<file path="config.mk">
export PLATFORM = sky130hd
export DESIGN_NAME = mem_port_arbiter_flat
export DESIGN_NICKNAME = d
export VERILOG_FILES = /design/src/rtl/mem_port_arbiter_if.sv /design/src/rtl/mem_port_arbiter.sv /design/src/flat_wrapper.sv
export SDC_FILE = /design/constraint.sdc
export NUM_CORES = 1
export LEC_CHECK = 0
export BUFFER_PORTS_ARGS = -buffer_cell sky130_fd_sc_hd__buf_4
export CORE_MARGIN = 2
export CORE_UTILIZATION = 40
export DETAILED_ROUTE_END_ITERATION = 8
export GPL_TIMING_DRIVEN = 1
export MAX_ROUTING_LAYER = met4
export PLACE_DENSITY = 0.77
export SYNTH_ARGS = -nofsm -noshare
export SYNTH_HDL_FRONTEND = slang
export SYNTH_SLANG_ARGS = --single-unit
</file>
<file path="constraint.sdc">
create_clock -name clk -period 1.5 [get_ports clk]
set_input_delay 0 -clock clk [delete_from_list [all_inputs] [get_ports clk]]
set_output_delay 0 -clock clk [all_outputs]
set_load 0.02 [all_outputs]
</file>
<file path="src/rtl/mem_port_arbiter_if.sv">
// Bundles the fetch, load/store and external-memory signals of the shared memory port.
// The slave modport is the arbiter's view; the master modport is the requesters/memory side.
interface mem_port_arbiter_if #(
  parameter int ADDR_W = 32,
  parameter int DATA_W = 32
);
  logic              if_req;
  logic [ADDR_W-1:0] if_addr;
  logic              if_flush;
  logic              if_valid;
  logic [DATA_W-1:0] if_rdata;
  logic              d_req;
  logic              d_we;
  logic [ADDR_W-1:0] d_addr;
  logic [DATA_W-1:0] d_wdata;
  logic              d_valid;
  logic [DATA_W-1:0] d_rdata;
  logic              i_stall;
  logic              d_stall;
  logic [ADDR_W-1:0] mem_addr;
  logic [DATA_W-1:0] mem_wdata;
  logic              omem_re;
  logic              omem_wr;
  logic              mem_ready;
  logic [DATA_W-1:0] data_out;

  modport slave (
    input  if_req, if_addr, if_flush, d_req, d_we, d_addr, d_wdata, mem_ready, data_out,
    output if_valid, if_rdata, d_valid, d_rdata, i_stall, d_stall,
           mem_addr, mem_wdata, omem_re, omem_wr
  );

  modport master (
    output if_req, if_addr, if_flush, d_req, d_we, d_addr, d_wdata, mem_ready, data_out,
    input  if_valid, if_rdata, d_valid, d_rdata, i_stall, d_stall,
           mem_addr, mem_wdata, omem_re, omem_wr
  );
endinterface

</file>
<file path="src/rtl/mem_port_arbiter.sv">
// Shares one external memory port between fetch and load/store; data wins, fetch starvation bounded.
// Enables assert the cycle after the grant edge; valid pulses in the first mem_ready cycle; one IDLE cycle between accesses.
module mem_port_arbiter #(
  parameter int ADDR_W     = 32,
  parameter int DATA_W     = 32,
  parameter int STARVE_MAX = 4
) (
  input  logic                clk,
  input  logic                rst,
  mem_port_arbiter_if.slave   bus
);

  typedef enum logic [1:0] {IDLE, IFETCH, DACCESS, DRAIN} state_t;

  localparam logic [3:0] CNT_MAX = 4'(STARVE_MAX);

  state_t            state_q, state_d;
  logic [3:0]        cnt_q, cnt_d;
  logic [ADDR_W-1:0] addr_q, addr_d;
  logic [DATA_W-1:0] wdata_q, wdata_d;
  logic              we_q, we_d;
  logic              if_done, d_done;

  always_ff @(posedge clk or negedge rst) begin
    if (!rst) begin
      state_q <= IDLE;
      cnt_q   <= '0;
      addr_q  <= '0;
      wdata_q <= '0;
      we_q    <= 1'b0;
    end else begin
      state_q <= state_d;
      cnt_q   <= cnt_d;
      addr_q  <= addr_d;
      wdata_q <= wdata_d;
      we_q    <= we_d;
    end
  end

  always_comb begin
    state_d = state_q;
    cnt_d   = cnt_q;
    addr_d  = addr_q;
    wdata_d = wdata_q;
    we_d    = we_q;
    if_done = 1'b0;
    d_done  = 1'b0;
    case (state_q)
      IDLE: begin
        // Fetch only overrides data once it has watched CNT_MAX data grants go by.
        if (bus.d_req && !(bus.if_req && cnt_q == CNT_MAX)) begin
          state_d = DACCESS;
          addr_d  = bus.d_addr;
          wdata_d = bus.d_wdata;
          we_d    = bus.d_we;
          cnt_d   = bus.if_req ? cnt_q + 4'd1 : 4'd0;
        end else if (bus.if_req) begin
          state_d = IFETCH;
          addr_d  = bus.if_addr;
          cnt_d   = 4'd0;
        end
      end
      IFETCH: begin
        if (bus.mem_ready) begin
          state_d = IDLE;
          if_done = !bus.if_flush;
        end else if (bus.if_flush) begin
          state_d = DRAIN;
        end
      end
      DACCESS: begin
        if (bus.mem_ready) begin
          state_d = IDLE;
          d_done  = 1'b1;
        end
      end
      DRAIN: begin
        if (bus.mem_ready) state_d = IDLE;
      end
      default: state_d = IDLE;
    endcase
  end

  // Everything is gated by rst so the pins go quiet the instant reset asserts.
  assign bus.omem_re   = rst && (state_q == IFETCH || state_q == DRAIN || (state_q == DACCESS && !we_q));
  assign bus.omem_wr   = rst && state_q == DACCESS && we_q;
  assign bus.mem_addr  = (rst && state_q != IDLE) ? addr_q  : '0;
  assign bus.mem_wdata = (rst && state_q != IDLE) ? wdata_q : '0;

  assign bus.if_valid  = rst && if_done;
  assign bus.if_rdata  = (rst && if_done) ? bus.data_out : '0;
  assign bus.d_valid   = rst && d_done;
  assign bus.d_rdata   = (rst && d_done && !we_q) ? bus.data_out : '0;
  assign bus.i_stall   = rst && bus.if_req && !if_done;
  assign bus.d_stall   = rst && bus.d_req && !d_done;

endmodule

</file>
<file path="src/flat_wrapper.sv">
// flat-port wrapper written by rule: the top's interface ports become plain ports
module mem_port_arbiter_flat 
#(
  parameter int ADDR_W     = 32,
  parameter int DATA_W     = 32,
  parameter int STARVE_MAX = 4
)
  (clk, rst, bus_if_req, bus_if_addr, bus_if_flush, bus_d_req, bus_d_we, bus_d_addr, bus_d_wdata, bus_mem_ready, bus_data_out, bus_if_valid, bus_if_rdata, bus_d_valid, bus_d_rdata, bus_i_stall, bus_d_stall, bus_mem_addr, bus_mem_wdata, bus_omem_re, bus_omem_wr);
  mem_port_arbiter_if #(.ADDR_W(ADDR_W), .DATA_W(DATA_W)) bus_i ();
  input  logic clk;
  input  logic rst;
  input wire logic [$bits(bus_i.if_req)-1:0] bus_if_req;
  input wire logic [$bits(bus_i.if_addr)-1:0] bus_if_addr;
  input wire logic [$bits(bus_i.if_flush)-1:0] bus_if_flush;
  input wire logic [$bits(bus_i.d_req)-1:0] bus_d_req;
  input wire logic [$bits(bus_i.d_we)-1:0] bus_d_we;
  input wire logic [$bits(bus_i.d_addr)-1:0] bus_d_addr;
  input wire logic [$bits(bus_i.d_wdata)-1:0] bus_d_wdata;
  input wire logic [$bits(bus_i.mem_ready)-1:0] bus_mem_ready;
  input wire logic [$bits(bus_i.data_out)-1:0] bus_data_out;
  output wire logic [$bits(bus_i.if_valid)-1:0] bus_if_valid;
  output wire logic [$bits(bus_i.if_rdata)-1:0] bus_if_rdata;
  output wire logic [$bits(bus_i.d_valid)-1:0] bus_d_valid;
  output wire logic [$bits(bus_i.d_rdata)-1:0] bus_d_rdata;
  output wire logic [$bits(bus_i.i_stall)-1:0] bus_i_stall;
  output wire logic [$bits(bus_i.d_stall)-1:0] bus_d_stall;
  output wire logic [$bits(bus_i.mem_addr)-1:0] bus_mem_addr;
  output wire logic [$bits(bus_i.mem_wdata)-1:0] bus_mem_wdata;
  output wire logic [$bits(bus_i.omem_re)-1:0] bus_omem_re;
  output wire logic [$bits(bus_i.omem_wr)-1:0] bus_omem_wr;
  assign bus_i.if_req = bus_if_req;
  assign bus_i.if_addr = bus_if_addr;
  assign bus_i.if_flush = bus_if_flush;
  assign bus_i.d_req = bus_d_req;
  assign bus_i.d_we = bus_d_we;
  assign bus_i.d_addr = bus_d_addr;
  assign bus_i.d_wdata = bus_d_wdata;
  assign bus_i.mem_ready = bus_mem_ready;
  assign bus_i.data_out = bus_data_out;
  assign bus_if_valid = bus_i.if_valid;
  assign bus_if_rdata = bus_i.if_rdata;
  assign bus_d_valid = bus_i.d_valid;
  assign bus_d_rdata = bus_i.d_rdata;
  assign bus_i_stall = bus_i.i_stall;
  assign bus_d_stall = bus_i.d_stall;
  assign bus_mem_addr = bus_i.mem_addr;
  assign bus_mem_wdata = bus_i.mem_wdata;
  assign bus_omem_re = bus_i.omem_re;
  assign bus_omem_wr = bus_i.omem_wr;
  mem_port_arbiter #(.ADDR_W(ADDR_W), .DATA_W(DATA_W), .STARVE_MAX(STARVE_MAX)) u_core (.clk(clk), .rst(rst), .bus(bus_i));
endmodule
</file>
==> out/qor.txt, run 1 <==
Hpwl dp = 10620 um
Cell-internal power = 8.308 mW
Post-Route WL = 20850 um
Register-to-Register Path Depth = 6
Cell Chain, Critical Path = nor2_4, buf_12, nor2b_4, buf_6, buf_12, and2_4, buf_6
Via density = 5.402
Syn Area/Cell = 9.925 um2
DRC = 0
Clk root buf = clkbuf_8
CP max stage delay = 480 ps
Worst path arrival time = 1740 ps
I/O Pins = 269
RSZ-0062 raised after global routing = yes
Pin count of the biggest net entering global routing = 47
IR drop worst, VDD = 0.7750 mV
Main synth FF type = dfrtp_1
Yosys top cell by area = dfrtp_1
Clock buffer depth = 2
Period utilisation layout = 116.1%
Final Max Slew Viols = 0
Hold_ws = 92.47 ps
Syn Inst Count = 444
MaxCap Viol Count = 0
Core Box Area = 0.01079 mm2
Worst-Margin Slew = 592.4 ps
CP max FO = 19
Overflow after GRT = 0
Fill cell count = 495
Die Span X = 109.0 um
Sequential fraction of the synthesis area = 40.32%
Minimum clock period = 1742 ps
Setup TNS = -29570 ps
Lkg Pwr = 4.499 nW
# rows = 38
Final Non-Filler Cells = 974
Post-route ant nets = 0
Vias in the first global route = 5150
Hold Crit Depth = 3
Mapped cell area = 0.004407 mm2
Clk pwr share = 13.8%
Final setup fails = 184
Crit start category = register
Antenna violations before repair = 1
Yosys top cell area share = 40.32%
FF+latch count, synth = 71
Clk pin slew, worst setup/hold paths = 70 ps
Initial Util = 40.83%
Commonest cells post-synth = and2_1 (129), dfrtp_1 (71), inv_1 (36)
Clock Sinks = 71
First-pass DRT Iterations = 5
Slew margin rel. = 60.51%
Netlist cell types = 35
Chip height = 109.0 um
Worst Hold Class = input pin to register
Drt initial violations = 402
Top cells by area in the synthesized netlist = dfrtp_1 (40%), and2_1 (18%), o221ai_2 (9.9%)
Crit Path Category = register to output port
Final clock skew = 17.22 ps
Cts bufs inserted = 9
Clock insertion delay at the later pin of the skew report = 360 ps
Final setup margin = -241.9 ps
All-Layer GR Usage = 29.58%
Critical Path RT = 1500 ps
PortBufs = 268
Area grow syn2layout = 110.9%
RD Place Congestion = 0.8799
Final hold vios = 0
Violated checks = negative setup slack
Final Instance Area = 0.009294 mm2
Worst path slowest cell = dfrtp_2
Setup crit end kind = output port
Die area = 0.01187 mm2
Layout cells sized above 1 = 59.78%
Post-synth EDFFs = 0
Reg power frac = 27.0%
Gate power share = 59.2%
Switching power = 4.782 mW
Total number of vias = 5262
Switching share of total power = 36.53%
Outcome = finished, violations left
Post-synth net total = 581
Post-synth ARST share = 100.0%
H-tree levels = 3
Overall power = 13.09 mW
Nets = 966
Area of placed instances = 0.006730 mm2
Fmax = 574.1 MHz
Post-DR wirelength/cell = 21.41 um
First-pass GRT wire length = 25860 um
Setup WS pre-CTS = -39.56 ps
Most frequent cell after synthesis = and2_1
Cell Pwr Density = 1408 mW/mm2
Synth warnings = 0
Final core occ = 86.11%
CTS tree = done
Cell count after placement = 833
==> cells in the final DEF (no fill, tap or decap), types with 4 or more instances in the layout <==
master	instances
a21oi_1	4
and2_1	43
and2_4	87
buf_12	16
buf_4	154
buf_6	135
clkbuf_16	10
clkbuf_8	12
dfrtp_1	69
dlygate4sd3_1	101
inv_1	34
mux2_4	32
nand2_1	6
nand3_1	33
nand4_1	32
o221ai_2	32
==> cell type report <==
cell class              instances  area, um2  area share (%)
inverters                      36      135.1           1.454
clock inverters                 3      65.06          0.7001
diodes                          1      2.502         0.02693
multi-input cells             294       2686           28.90
flip-flops and latches         71       1779           19.14
well taps                     140      175.2           1.885
repair buffers                417       4285           46.11
clock buffers                  12      165.2           1.777
==> flip-flops by register name, summed over array words and instances, names as in the netlist <==
signal,flops
u_core.cnt_q,4
u_core.state_q,2
u_core.we_q,1
u_core.addr_q,32
u_core.wdata_q,32
==> critical path: cells and delay by family (launching register included) <==
kind                   cells  cell delay (ps)
buffers and inverters      4              560
DFF                        1              480
and+or+nand+nor            3              350
==> per-layer routing <==
metal | GRT usage (%) | share of wire, % | vias up
li1 | - | - | 2293
met1 | 29.41 | 33 | 2558
met2 | 55.10 | 55 | 313
met3 | 5.081 | 6.6 | 98
met4 | 14.84 | 5.7 | 0
met5 | - | 0 | -
==> power groups by stage <==
stage	clock, mW	combinational [mW]	sequential (mW)
finish	1.80	7.75	3.54
CTS	1.81	5.92	3.35
global route	1.90	8.10	3.60
global placement	0	5.15	3.30
floorplan	0	3.45	3.19
detailed placement	0	5.28	3.36
==> final timing paths <==
check / startpoint / endpoint / slack, ps
max: u_core.state_q[0] / bus_mem_addr[24] / -240
min: bus_d_req / u_core.addr_q[31] / 90
max reg2reg: u_core.cnt_q[0] / u_core.wdata_q[24] / -130
min reg2reg: u_core.wdata_q[11] / u_core.wdata_q[11] / 520
max in group asynchronous: rst / u_core.wdata_q[23] / 600
min in group asynchronous: rst / u_core.wdata_q[19] / 290
==> cell families after synthesis <==
family / share of synthesized area (%)
AND/OR/NAND/NOR: 29.81
buffers and inverters: 8.319
flip-flops: 40.32
AO/OA/AOI/OAI: 12.29
multiplexers: 8.688
adder cells (fa/ha/maj): 0.5678
==> timing repair <==
item	in CTS	in global routing
setup endpoints to repair	163	202
hold endpoints to repair	142	0
setup buffers	4	6
gates cloned	1	14
pin swaps	8	51
hold buffers	101	0
resized for setup	79	199
(Power assumes the default switching activity.)
==> inputs of run 2 (changes only) <==
--- a/config.mk
+++ b/config.mk
@@ -12,6 +12,7 @@
 export GPL_TIMING_DRIVEN = 1
 export MAX_ROUTING_LAYER = met4
 export PLACE_DENSITY = 0.77
+export SKIP_LAST_GASP = 1
 export SYNTH_ARGS = -nofsm -noshare
 export SYNTH_HDL_FRONTEND = slang
 export SYNTH_SLANG_ARGS = --single-unit
==> run 2 against run 1 <==
Largest power group unchanged. Maximum frequency down 2.2%. The flow still finishes with violations (negative setup slack). Combinational power down 11%. Clock skew down 6.4 ps. Critical path type unchanged.
==> out/qor.txt, run 2 (synthesized netlist as in run 1, its figures left out) <==
Minimum clock period = 1782 ps (+39.68 ps)
Ant. Diodes = 0 (-1)
Outcome = finished, violations left
First-pass GRT wire length = 24560 um (-5.0%)
Critical Path RT = 1500 ps (about the same)
Post-route ant nets = 0 (unchanged)
Final setup fails = 196 (+6.5%)
Cell Chain, Critical Path = nor2_4, buf_12, nor2b_4, buf_6, buf_12, a21boi_2, buf_6
Hold_sp = bus_d_req
Largest regs = u_core.addr_q x32, u_core.wdata_q x32, u_core.cnt_q x4
Worst-Margin Slew = 595.8 ps (+3.463 ps)
Cell family with most CP delay = buffers and inverters
PortBufs = 268 (unchanged)
Cell count after placement = 833 (unchanged)
Worst Hold End = u_core.addr_q[22]
Cts bufs inserted = 9 (unchanged)
Worst path arrival time = 1780 ps (+40 ps)
# rows = 38 (unchanged)
Worst path slowest cell = dfrtp_2
Clk root buf = clkbuf_8
Crit Path Category = register to output port
Register-to-register setup slack = -130 ps (about the same)
First-pass DRT Iterations = 6 (+1)
Chip height = 109.0 um (unchanged)
Hold Crit Depth = 3 (unchanged)
Die Span X = 109.0 um (unchanged)
Violated checks = negative setup slack
Pin count of the biggest net entering global routing = 47 (unchanged)
Cell Pwr Density = 1380 mW/mm2 (-2.0%)
Post-DR wirelength/cell = 19.67 um (-8.1%)
Worst r2r dst = u_core.wdata_q[24]
CTS tree = done
Register-to-Register Path Depth = 6 (unchanged)
Post-Route WL = 19100 um (-8.4%)
I/O Pins = 269 (unchanged)
Final setup margin = -281.6 ps (-39.68 ps)
Crit start category = register
Crit Reg-Reg Startpoint = u_core.cnt_q[0]
Clk pin slew, worst setup/hold paths = 80 ps (about the same)
Via density = 5.298 (-1.9%)
Fill cell count = 570 (+15%)
Worst Hold Class = input pin to register
Hpwl dp = 10620 um (unchanged)
Nets = 964 (-0.21%)
Final clock skew = 10.78 ps (-6.438 ps)
H-tree levels = 3 (unchanged)
MaxCap Viol Count = 0 (unchanged)
All-Layer GR Usage = 27.96% (-1.6 points)
Final Max Slew Viols = 0 (unchanged)
IR drop worst, VDD = 0.7725 mV (-0.32%)
Total number of vias = 5144 (-2.2%)
Drt initial violations = 323 (-20%)
Final hold vios = 0 (unchanged)
DRC = 0 (unchanged)
RD Place Congestion = 0.8799 (unchanged)
Clock insertion delay at the later pin of the skew report = 350 ps (about the same)
Commonest non-fill, non-tap cell in the layout = buf_4
Vias in the first global route = 4895 (-5.0%)
Most frequent cells in the layout = buf_4 (229), dlygate4sd3_1 (101), and2_1 (86)
CP max stage delay = 460 ps (-20 ps)
Area grow syn2layout = 99.94%
Die area = 0.01187 mm2 (unchanged)
Slew margin rel. = 60.28% (-0.23 points)
CP max FO = 10 (-9)
Antenna violations before repair = 0 (-1)
Hold_ws = 83.93 ps (-8.547 ps)
Overflow after GRT = 0 (unchanged)
Final Non-Filler Cells = 971 (-0.31%)
Fmax = 561.3 MHz (-2.2%)
Setup crit end kind = output port
Period utilisation layout = 118.8% (+2.6 points)
Initial Util = 40.83% (unchanged)
RSZ-0062 raised after global routing = yes
Lkg Pwr = 4.332 nW (-3.7%)
Core Box Area = 0.01079 mm2 (unchanged)
Layout cells sized above 1 = 54.15% (-5.6 points)
Clock buffer depth = 2 (unchanged)
CP Buf/Inv Count = 4 (unchanged)
Clock Sinks = 71 (unchanged)
==> run 2: metrics by stage <==
stage          instance area (um2)  total power [mW]  setup WS (ps)  utilization, %  setup TNS [ps]
3_5_place_dp                  6730             8.636         -39.56           62.36          -511.9
6_report                      8811             12.16         -281.6           81.64          -29830
5_1_grt                       8811             12.75         -330.9           81.64          -39860
4_1_cts                       8063             10.81         -216.0           74.70          -21970
2_1_floorplan                 4449             6.638          18.76               -               0
3_3_place_gp                  6730             8.441          20.05           62.36               0
==> run 2: tightest hold or removal path, stage by stage <==
cell	delay (ps)
buf_4	190
nand4_1	110
o221ai_2	80
==> run 2: routing by layer <==
metal	wire, um	track usage [%]	share of wire (%)
met3	1161	4.961	6.1
met5	0	-	0
met2	10380	51.46	54
met1	6758	29.00	35
met4	805	12.18	4.2
==> run 2: power by group <==
group | leakage, nW | switching [mW] | internal (mW) | total, mW
Sequential | 0.851 | 0.595 | 2.85 | 3.45
Combinational | 3.36 | 3.10 | 3.83 | 6.92
Clock | 0.118 | 0.725 | 1.06 | 1.79
Total | 4.33 | 4.42 | 7.74 | 12.2
==> run 2: area by class of cell <==
class / instances / area, um2 / area share, %
Timing Repair Buffer: 415 / 3934 / 44.65
Multi-Input combinational cell: 294 / 2557 / 29.03
Sequential cell: 71 / 1779 / 20.19
Tap cell: 140 / 175.2 / 1.988
Clock buffer: 12 / 165.2 / 1.874
Inverter: 36 / 135.1 / 1.534
Clock inverter: 3 / 65.06 / 0.7384
==> run 2: worst max path at each step <==
| stage | start | endpoint | slack, ps | cells past startpoint |
|---|---|---|---|---|
| 2_1_floorplan | u_core.cnt_q[1] | u_core.wdata_q[10] | 20 | 6 |
| 3_3_place_gp | u_core.cnt_q[0] | u_core.wdata_q[10] | 20 | 6 |
| 3_5_place_dp | u_core.cnt_q[0] | u_core.wdata_q[14] | -40 | 6 |
| 4_1_cts | u_core.state_q[0] | bus_mem_addr[0] | -220 | 6 |
| 5_1_grt | u_core.state_q[0] | bus_omem_re | -330 | 7 |
| 6_report | u_core.state_q[0] | bus_omem_re | -280 | 7 |
==> run 2: timing repair <==
action | 4_1_cts | 5_1_grt
buffers inserted | 4 | 7
hold buffers | 101 | 0
cloned | 1 | 12
hold endpoints to repair | 142 | 0
pin swaps | 1 | 30
setup endpoints to repair | 163 | 202
resized for setup | 7 | 145
